===== src/rtl/memory_cycle_pkg.sv =====
// Shared encodings for the MEM stage: WB result select codes and the
// load/store handshake FSM state encoding.
package memory_cycle_pkg;

    localparam logic [1:0] RES_ALU = 2'b00;
    localparam logic [1:0] RES_MEM = 2'b01;
    localparam logic [1:0] RES_PC4 = 2'b10;

    typedef enum logic [1:0] {
        ST_IDLE = 2'd0,
        ST_BUSY = 2'd1,
        ST_DONE = 2'd2
    } state_t;

endpackage


===== src/rtl/memory_cycle_mem_wb_reg.sv =====
// MEM/WB pipeline register: loads when en_i is high, holds otherwise,
// asynchronously cleared by rst_ni.
module mem_wb_reg #(
    parameter int DATA_W = 32
) (
    input  logic              clk_i,
    input  logic              rst_ni,
    input  logic              en_i,
    input  logic              regwrite_i,
    input  logic [1:0]        result_src_i,
    input  logic [4:0]        rd_i,
    input  logic [DATA_W-1:0] alu_result_i,
    input  logic [DATA_W-1:0] read_data_i,
    input  logic [DATA_W-1:0] pc_plus4_i,
    output logic              regwrite_o,
    output logic [1:0]        result_src_o,
    output logic [4:0]        rd_o,
    output logic [DATA_W-1:0] alu_result_o,
    output logic [DATA_W-1:0] read_data_o,
    output logic [DATA_W-1:0] pc_plus4_o
);

    logic              regwrite_q;
    logic [1:0]        result_src_q;
    logic [4:0]        rd_q;
    logic [DATA_W-1:0] alu_result_q;
    logic [DATA_W-1:0] read_data_q;
    logic [DATA_W-1:0] pc_plus4_q;

    always_ff @(posedge clk_i or negedge rst_ni) begin
        if (!rst_ni) begin
            regwrite_q   <= 1'b0;
            result_src_q <= 2'b00;
            rd_q         <= 5'd0;
            alu_result_q <= '0;
            read_data_q  <= '0;
            pc_plus4_q   <= '0;
        end else if (en_i) begin
            regwrite_q   <= regwrite_i;
            result_src_q <= result_src_i;
            rd_q         <= rd_i;
            alu_result_q <= alu_result_i;
            read_data_q  <= read_data_i;
            pc_plus4_q   <= pc_plus4_i;
        end
    end

    assign regwrite_o   = regwrite_q;
    assign result_src_o = result_src_q;
    assign rd_o         = rd_q;
    assign alu_result_o = alu_result_q;
    assign read_data_o  = read_data_q;
    assign pc_plus4_o   = pc_plus4_q;

endmodule


===== src/rtl/memory_cycle.sv =====
// Pipeline MEM stage: runs loads/stores over a req/ready handshake with the
// L1 data cache, stalls upstream while a request is open, owns MEM/WB and the WB mux.
module memory_cycle
    import memory_cycle_pkg::*;
#(
    parameter int ADDR_W = 32,
    parameter int DATA_W = 32
) (
    input  logic              clk,
    input  logic              rst,
    input  logic              RegwriteM,
    input  logic [1:0]        ResultSrcM,
    input  logic              MemwriteM,
    input  logic [4:0]        RdM,
    input  logic [DATA_W-1:0] ALUResultM,
    input  logic [DATA_W-1:0] WriteDataM,
    input  logic [DATA_W-1:0] pc_plus4M,
    input  logic              cache_ready,
    input  logic [DATA_W-1:0] cache_rdata,
    output logic              cache_req,
    output logic              cache_we,
    output logic [ADDR_W-1:0] cache_addr,
    output logic [DATA_W-1:0] cache_wdata,
    output logic              StallM,
    output logic              RegwriteW,
    output logic [1:0]        ResultSrcW,
    output logic [4:0]        RdW,
    output logic [DATA_W-1:0] ALUResultW,
    output logic [DATA_W-1:0] ReadDataW,
    output logic [DATA_W-1:0] pc_plus4W,
    output logic [DATA_W-1:0] ResultW,
    output state_t            dbg_state_o
);

    // Handshake: cache_req stays high with we/addr/wdata stable until the
    // cycle cache_ready=1; that cycle completes the request. ready is ignored
    // whenever cache_req is low.

    state_t            state_q, state_d;
    logic [DATA_W-1:0] rdata_hold_q, rdata_hold_d;
    logic              memop;
    logic              req;
    logic              stall;
    logic [DATA_W-1:0] wb_rdata;

    logic              wb_regwrite;
    logic [1:0]        wb_src;
    logic [4:0]        wb_rd;
    logic [DATA_W-1:0] wb_alu;
    logic [DATA_W-1:0] wb_rdat;
    logic [DATA_W-1:0] wb_pc4;

    assign memop = MemwriteM | (ResultSrcM == RES_MEM);

    always_comb begin
        state_d      = state_q;
        rdata_hold_d = rdata_hold_q;
        req          = 1'b0;
        stall        = 1'b0;
        wb_rdata     = cache_rdata;
        case (state_q)
            ST_IDLE: begin
                if (memop) begin
                    req   = 1'b1;
                    stall = 1'b1;
                    if (cache_ready) begin
                        if (!MemwriteM) rdata_hold_d = cache_rdata;
                        state_d = ST_DONE;
                    end else begin
                        state_d = ST_BUSY;
                    end
                end
            end
            ST_BUSY: begin
                req   = 1'b1;
                stall = 1'b1;
                if (cache_ready) begin
                    if (!MemwriteM) rdata_hold_d = cache_rdata;
                    state_d = ST_DONE;
                end
            end
            ST_DONE: begin
                // EX/MEM advances at the end of this cycle, so the op is not reissued.
                wb_rdata = rdata_hold_q;
                state_d  = ST_IDLE;
            end
            default: state_d = ST_IDLE;
        endcase
    end

    always_ff @(posedge clk or negedge rst) begin
        if (!rst) begin
            state_q      <= ST_IDLE;
            rdata_hold_q <= '0;
        end else begin
            state_q      <= state_d;
            rdata_hold_q <= rdata_hold_d;
        end
    end

    mem_wb_reg #(.DATA_W(DATA_W)) u_mem_wb (
        .clk_i        (clk),
        .rst_ni       (rst),
        .en_i         (!stall),
        .regwrite_i   (RegwriteM),
        .result_src_i (ResultSrcM),
        .rd_i         (RdM),
        .alu_result_i (ALUResultM),
        .read_data_i  (wb_rdata),
        .pc_plus4_i   (pc_plus4M),
        .regwrite_o   (wb_regwrite),
        .result_src_o (wb_src),
        .rd_o         (wb_rd),
        .alu_result_o (wb_alu),
        .read_data_o  (wb_rdat),
        .pc_plus4_o   (wb_pc4)
    );

    generate
        if (ADDR_W <= DATA_W) begin : g_addr_trunc
            assign cache_addr = ALUResultM[ADDR_W-1:0];
        end else begin : g_addr_zext
            assign cache_addr = {{(ADDR_W-DATA_W){1'b0}}, ALUResultM};
        end
    endgenerate

    assign cache_we    = MemwriteM;
    assign cache_wdata = WriteDataM;
    assign cache_req   = rst & req;
    assign StallM      = rst & stall;
    assign dbg_state_o = state_q;

    // W outputs are forced low combinationally for as long as reset is held.
    assign RegwriteW  = rst & wb_regwrite;
    assign ResultSrcW = rst ? wb_src : 2'b00;
    assign RdW        = rst ? wb_rd  : 5'd0;
    assign ALUResultW = rst ? wb_alu  : '0;
    assign ReadDataW  = rst ? wb_rdat : '0;
    assign pc_plus4W  = rst ? wb_pc4  : '0;

    always_comb begin
        case (ResultSrcW)
            RES_MEM: ResultW = ReadDataW;
            RES_PC4: ResultW = pc_plus4W;
            default: ResultW = ALUResultW;
        endcase
    end

endmodule

===== config.mk =====
export PLATFORM = sky130hd
export DESIGN_NAME = memory_cycle
export DESIGN_NICKNAME = d
export VERILOG_FILES = /design/src/rtl/memory_cycle_pkg.sv /design/src/rtl/memory_cycle_mem_wb_reg.sv /design/src/rtl/memory_cycle.sv
export SDC_FILE = /design/constraint.sdc
export NUM_CORES = 1
export LEC_CHECK = 0
export BUFFER_PORTS_ARGS = -buffer_cell sky130_fd_sc_hd__buf_2
export CAP_MARGIN = 15
export CORE_AREA = 2 2 138 140
export DETAILED_ROUTE_END_ITERATION = 10
export DIE_AREA = 0 0 140 142
export PLACE_DENSITY_LB_ADDON = 0.15
export SYNTH_ARGS = -nofsm -noshare
export SYNTH_HDL_FRONTEND = slang
export SYNTH_SLANG_ARGS = --single-unit

===== constraint.sdc =====
create_clock -name clk -period 2.22 [get_ports clk]
set_input_delay 0.444 -clock clk [delete_from_list [all_inputs] [get_ports clk]]
set_output_delay 0.444 -clock clk [all_outputs]
set_load 0.005 [all_outputs]

# Yosys cells after proc, flatten, opt, wreduce, memory -nomap -nowiden
# Cells that the tools add are included.
# word_totals
out_inout_bits,205
elab_cells,39
register_bits,138
inputBits,140
# classes
bitwise_logic,3
reduce_logical,4
n_mux,17
eq_ne,7
# ops
cell,n
2-to-1 mux 32 bit,7
one-hot mux 32 bit (2 select lines),2
2-to-1 mux 2 bit,4
== test 2 x 1 -> 1 bit (second input constant),3
2-to-1 mux 5 bit,1
== test 2 bit (second input constant),2
!= test 2 bit (second input constant),2
one-hot mux 2 bit (2 select lines),1
AND reduction 2 bit,2
AND 1 bit,2
zero test 2 bit,1
one-hot mux 1 bit (2 select lines),1
nonzero test 2 bit,1
2-to-1 mux 1 bit,1
bitwise OR 1 bit,1

# Depth between registers and ports, before layout
# logic_depth
ltp_word,5
depth_mapped,9
mapped_depth_nobuf,6

# Modules after synthesis
# Synthesis repeated with hierarchy kept, for this count alone.
# hier_totals
cells_unflattened,629
hier_area_um2,7852.5
# modules_own_cells
module,instances,cells_per_inst,seq_area_each_um2,area_per_inst_um2
mem_wb_reg,1,220,2602.5,4112.7
memory_cycle,1,409,850.8,3739.8

# Worst setup path after synthesis
# Ideal clock, no wire load.
# synth_path
path_kind,input-to-output
from,input rst
to,output ResultW[0]
arrival_time_ns,1.669
required_time_ns,1.776
cell_stages,9
n_path_buf,3
path_slack_ns,0.107
path_cell_list,clkbuf_1 > nand2_1 > inv_1 > ha_1 > and2_1 > clkbuf_1 > buf_2 > a22oi_1 > o21ai_0
# synth_between
elab_chain_cells,3
elab_cells_between_ends,7
classes_between,eq/ne: 2; mux: 5
# synth_rtl
item,line,source
"start, declared",memory_cycle.sv:10,"input logic rst,"
2-to-1 mux 2 bit *,memory_cycle.sv:135,assign ResultSrcW = rst ? wb_src : 2'b00;
via ResultSrcW[0],memory_cycle.sv:26,"output logic [1:0] ResultSrcW,"
== test 2 bit or == test 2 x 1 -> 1 bit (tied branches),memory_cycle.sv:142,case (ResultSrcW)
one-hot mux 32 bit (2 select lines) *,memory_cycle.sv:142,
"end, declared",memory_cycle.sv:31,"output logic [DATA_W-1:0] ResultW,"
# The timed path passes the listed nets; every way through them passes the cells marked *.

# Final worst setup path
# layout_path
from,"register u_mem_wb.result_src_q[0], in the netlist u_mem_wb.result_src_o[0]"
to,output ResultW[9]
# layout_between
elab_chain_cells,3
elab_cells_between_ends,4
classes_between,eq/ne: 2; mux: 2
# layout_rtl
item,line,source
"start, declared",memory_cycle_mem_wb_reg.sv:24,logic [1:0] result_src_q;
"start signal, assigned",memory_cycle_mem_wb_reg.sv:40,result_src_q <= result_src_i;
2-to-1 mux 2 bit *,memory_cycle.sv:135,
== test 2 bit or == test 2 x 1 -> 1 bit (tied branches),memory_cycle.sv:142,
one-hot mux 32 bit (2 select lines) *,memory_cycle.sv:142,
# Mark *: on every way between the ends. The rest lies on a longest branch, timed or not.

==> results.toml <==
[global_routing]
met3_usage = 0.0468
gr-total-overflow = 0
grt_use_total = 0.208
busiest_layer = "met2"
grt_util_met2 = 0.377
grt_max_degree = 93
met1_usage = 0.247
grt_pass1_wl_mm = 32.0
grt_pass1_vias = 5814
antenna_found_initial = 2

[worst_setup_path]
critPathRequiredTime_ns = 1.78
path_depth = 8
max_stage_delay_ns = 0.38
arrival_ns = 1.86
start_kind = "flop"
reg2reg_from = "dbg_state_o[0]"
regToRegEndpoint = "u_mem_wb.read_data_o[27]"
r2r_cells = 4
r2r_setup_slack_ns = 0.59
cp_top_family = "buffers and inverters"
cp_max_fo = 5
endpoint_kind = "output port"
crit_chain = "nand2_2, buf_6, ha_4, and2_4, buf_12, a22oi_2, o21ai_1, buf_2"
worst_path_max_delay_cell = "dfrtp_1"
crit_path_end = "ResultW[9]"
cp.buffers_inverters = 3
crit_start = "u_mem_wb.result_src_o[0]"
path_class = "reg2out"

[clock_network]
cts_sinks = 138
clock-root-buffer = "clkbuf_16"
cts_buffers = 17
clock_latency_ns = 0.41
cts_buffer_depth = 2
htree_levels = 4
cts_tree = "yes"
path_clk_slew_ns = 0.06

[status]
failed_checks = "design-rule violations, negative setup slack"
status = "finished with violations"

[final_layout]
n_fill_cell = 1698
finalNetCount = 999
regArea_um2 = 3450
drive_gt1_frac = 0.629
area_growth_pct = 30.3
multi_input_area_um2 = 3410
fin_util = 0.525

[sta]
fin_crit_sh = 1.04
maxSlewViolCount = 0
tns_ns = -1.63
rsz0062_at_grt = "true"
fmax_ghz = 0.434
finalWorstSetupSlack_ns = -0.0836
worstMarginPinSlew_ns = 0.409
finClkSkew_ns = 0.00639
setup-violations-final = 32
hold_violations = 0
relSlewSlack = 0.727
post-route-min-period_ns = 2.30

[floorplanning]
initial_utilization = 0.403
rows = 50
boundaryPins = 345
coreArea_um2 = 18500
die_x_um = 140
die_h_um = 142
dieArea_um2 = 19900

[pwr]
pwr-share-seq = 0.399
powerDensity_nw_per_um2 = 901
p_sw_uw = 2460
ir_drop_mv = 0.518
leakage_uw = 0.00467
switching_share = 0.282
design_power_total_uw = 8730
combPwrFrac = 0.252
clkPwrFrac = 0.349
p_int_uw = 6270

[yosys]
ys_ff_latch = 138
synth_top_area_share = 0.464
synth_area_leader_cell = "dfrtp_1"
synthCells = 632
syn_area_um2 = 7440
ys_types = 19
syn_area_per_cell_um2 = 11.8
yosys-top-cells-area = "dfrtp_1 (46%), mux2_2 (21%), and2_1 (8.9%)"
yosysSeqAreaShare = 0.464
synth_warnings = 0
synth_nets = 774

[flow_run]
maxCapViolCount = 0

[drt]
wire_per_inst_um = 18.8
drc = 50
first_iter_violations = 263
vias = 5499
drtAntennaViolNets = 0
vias_per_cell = 4.98
dr.pass1.iters = 9
finalWirelength_mm = 20.7

[placement]
hpwl_mm = 14.9
place_congestion = 0.818
portBuffers = 280

[hold_path]
hp-class = "in2async"
==> cell usage after synthesis <==
cell type,count
nor2_1,1
buf_2,19
clkbuf_1,20
buf_6,5
buf_1,1
nor2b_1,3
and2_1,106
dfrtp_1,138
mux2_4,27
o21ai_0,32
mux2_1,5
a22oi_1,32
buf_4,66
o211ai_1,1
nand2_1,34
ha_1,2
mux2_2,136
o31a_1,1
inv_1,3
==> worst min-delay path, delay by kind of cell <==
kind,cells,cell delay [ns]
buffers and inverters,3,0.56
==> sequential cells by signal, indices dropped and copies added, names as in the netlist <==
name	count
dbg_state_o	2
rdata_hold_q	32
u_mem_wb.alu_result_o	32
u_mem_wb.pc_plus4_o	32
u_mem_wb.rd_o	5
u_mem_wb.read_data_o	32
u_mem_wb.regwrite_o	1
u_mem_wb.result_src_o	2
==> worst min path at each step <==
| stage | from | end | slack, ns | cells past startpoint |
|---|---|---|---|---|
| 4_1_cts | cache_ready | dbg_state_o[0] | 0.20 | 2 |
| 3_5_place_dp | rst | u_mem_wb.result_src_o[0] | 0.25 | 1 |
| 3_3_place_gp | rst | u_mem_wb.result_src_o[1] | 0.25 | 1 |
| 5_1_grt | cache_ready | dbg_state_o[0] | 0.21 | 2 |
| 2_1_floorplan | rst | dbg_state_o[0] | 0.15 | 0 |
| 6_report | rst | u_mem_wb.read_data_o[10] | 0.22 | 3 |
==> cell type report <==
| class | count | share of cell area |
|---|---|---|
| flip-flops and latches | 138 | 0.356 |
| inverters | 3 | 0.00116 |
| clock inverters | 14 | 0.0200 |
| clock buffers | 18 | 0.0453 |
| repair buffers | 317 | 0.195 |
| multi-input cells | 380 | 0.352 |
| well taps | 234 | 0.0302 |
| diodes | 1 | 0.000258 |
==> placed cells by master (no fill, tap or decap), types with 2 or more instances in the layout <==
cell type / count
buf_2: 278
dfrtp_1: 138
mux2_2: 136
and2_1: 104
nand2_1: 32
o21ai_1: 31
mux2_4: 27
a22oi_2: 26
buf_4: 19
clkbuf_16: 17
buf_12: 8
a22oi_1: 6
mux2_1: 5
bufinv_16: 4
buf_6: 4
clkinv_2: 3
inv_6: 3
buf_16: 3
buf_8: 3
nand2_2: 2
inv_2: 2
and2_4: 2
nor2b_1: 2
clkinv_4: 2
clkinvlp_4: 2
clkbuf_8: 2
==> metrics by stage <==
step	setup WS, ns	instance area [um2]	cells	hold slack (ns)
3_3_place_gp	0.0435	8710	1061	0.249
2_1_floorplan	0.107	7440	632	0.148
6_report	-0.0836	9700	1105	0.215
5_1_grt	-0.205	9690	1104	0.211
3_5_place_dp	0.0137	8710	1061	0.254
4_1_cts	-0.129	9670	1105	0.198
==> power by group through the flow <==
stage,Combinational [uW],Clock [uW],Sequential (uW)
global route,2390,3210,3560
detailed placement,2090,0,3490
global placement,2050,0,3460
CTS,2220,3110,3480
finish,2200,3050,3490
floorplan,1400,0,3320
==> repair_timing <==
action,CTS,global route
pin swaps,19,4
resized for setup,72,13
hold endpoints to repair,2,0
cloned,4,0
setup buffers,7,0
endpoints found under the setup margin,32,33
hold buffers,1,0
==> layer usage <==
| metal | vias to the layer above | part of all wire |
|---|---|---|
| met5 | - | 0.00058 |
| met4 | 2 | 0.015 |
| met3 | 31 | 0.059 |
| met2 | 214 | 0.52 |
| met1 | 2701 | 0.40 |
| li1 | 2551 | - |
==> kinds of logic (layout without fill, tap and decap cells) <==
group,after synthesis,in the layout,synth area share
buf+inv,114,352,0.0991
fa+ha+maj,2,2,0.00336
mux,168,168,0.268
flops,138,138,0.464
other cells,0,1,0
compound gates,66,66,0.0560
simple gates,144,144,0.109
No activity file was read; power rests on OpenSTA's default activity.
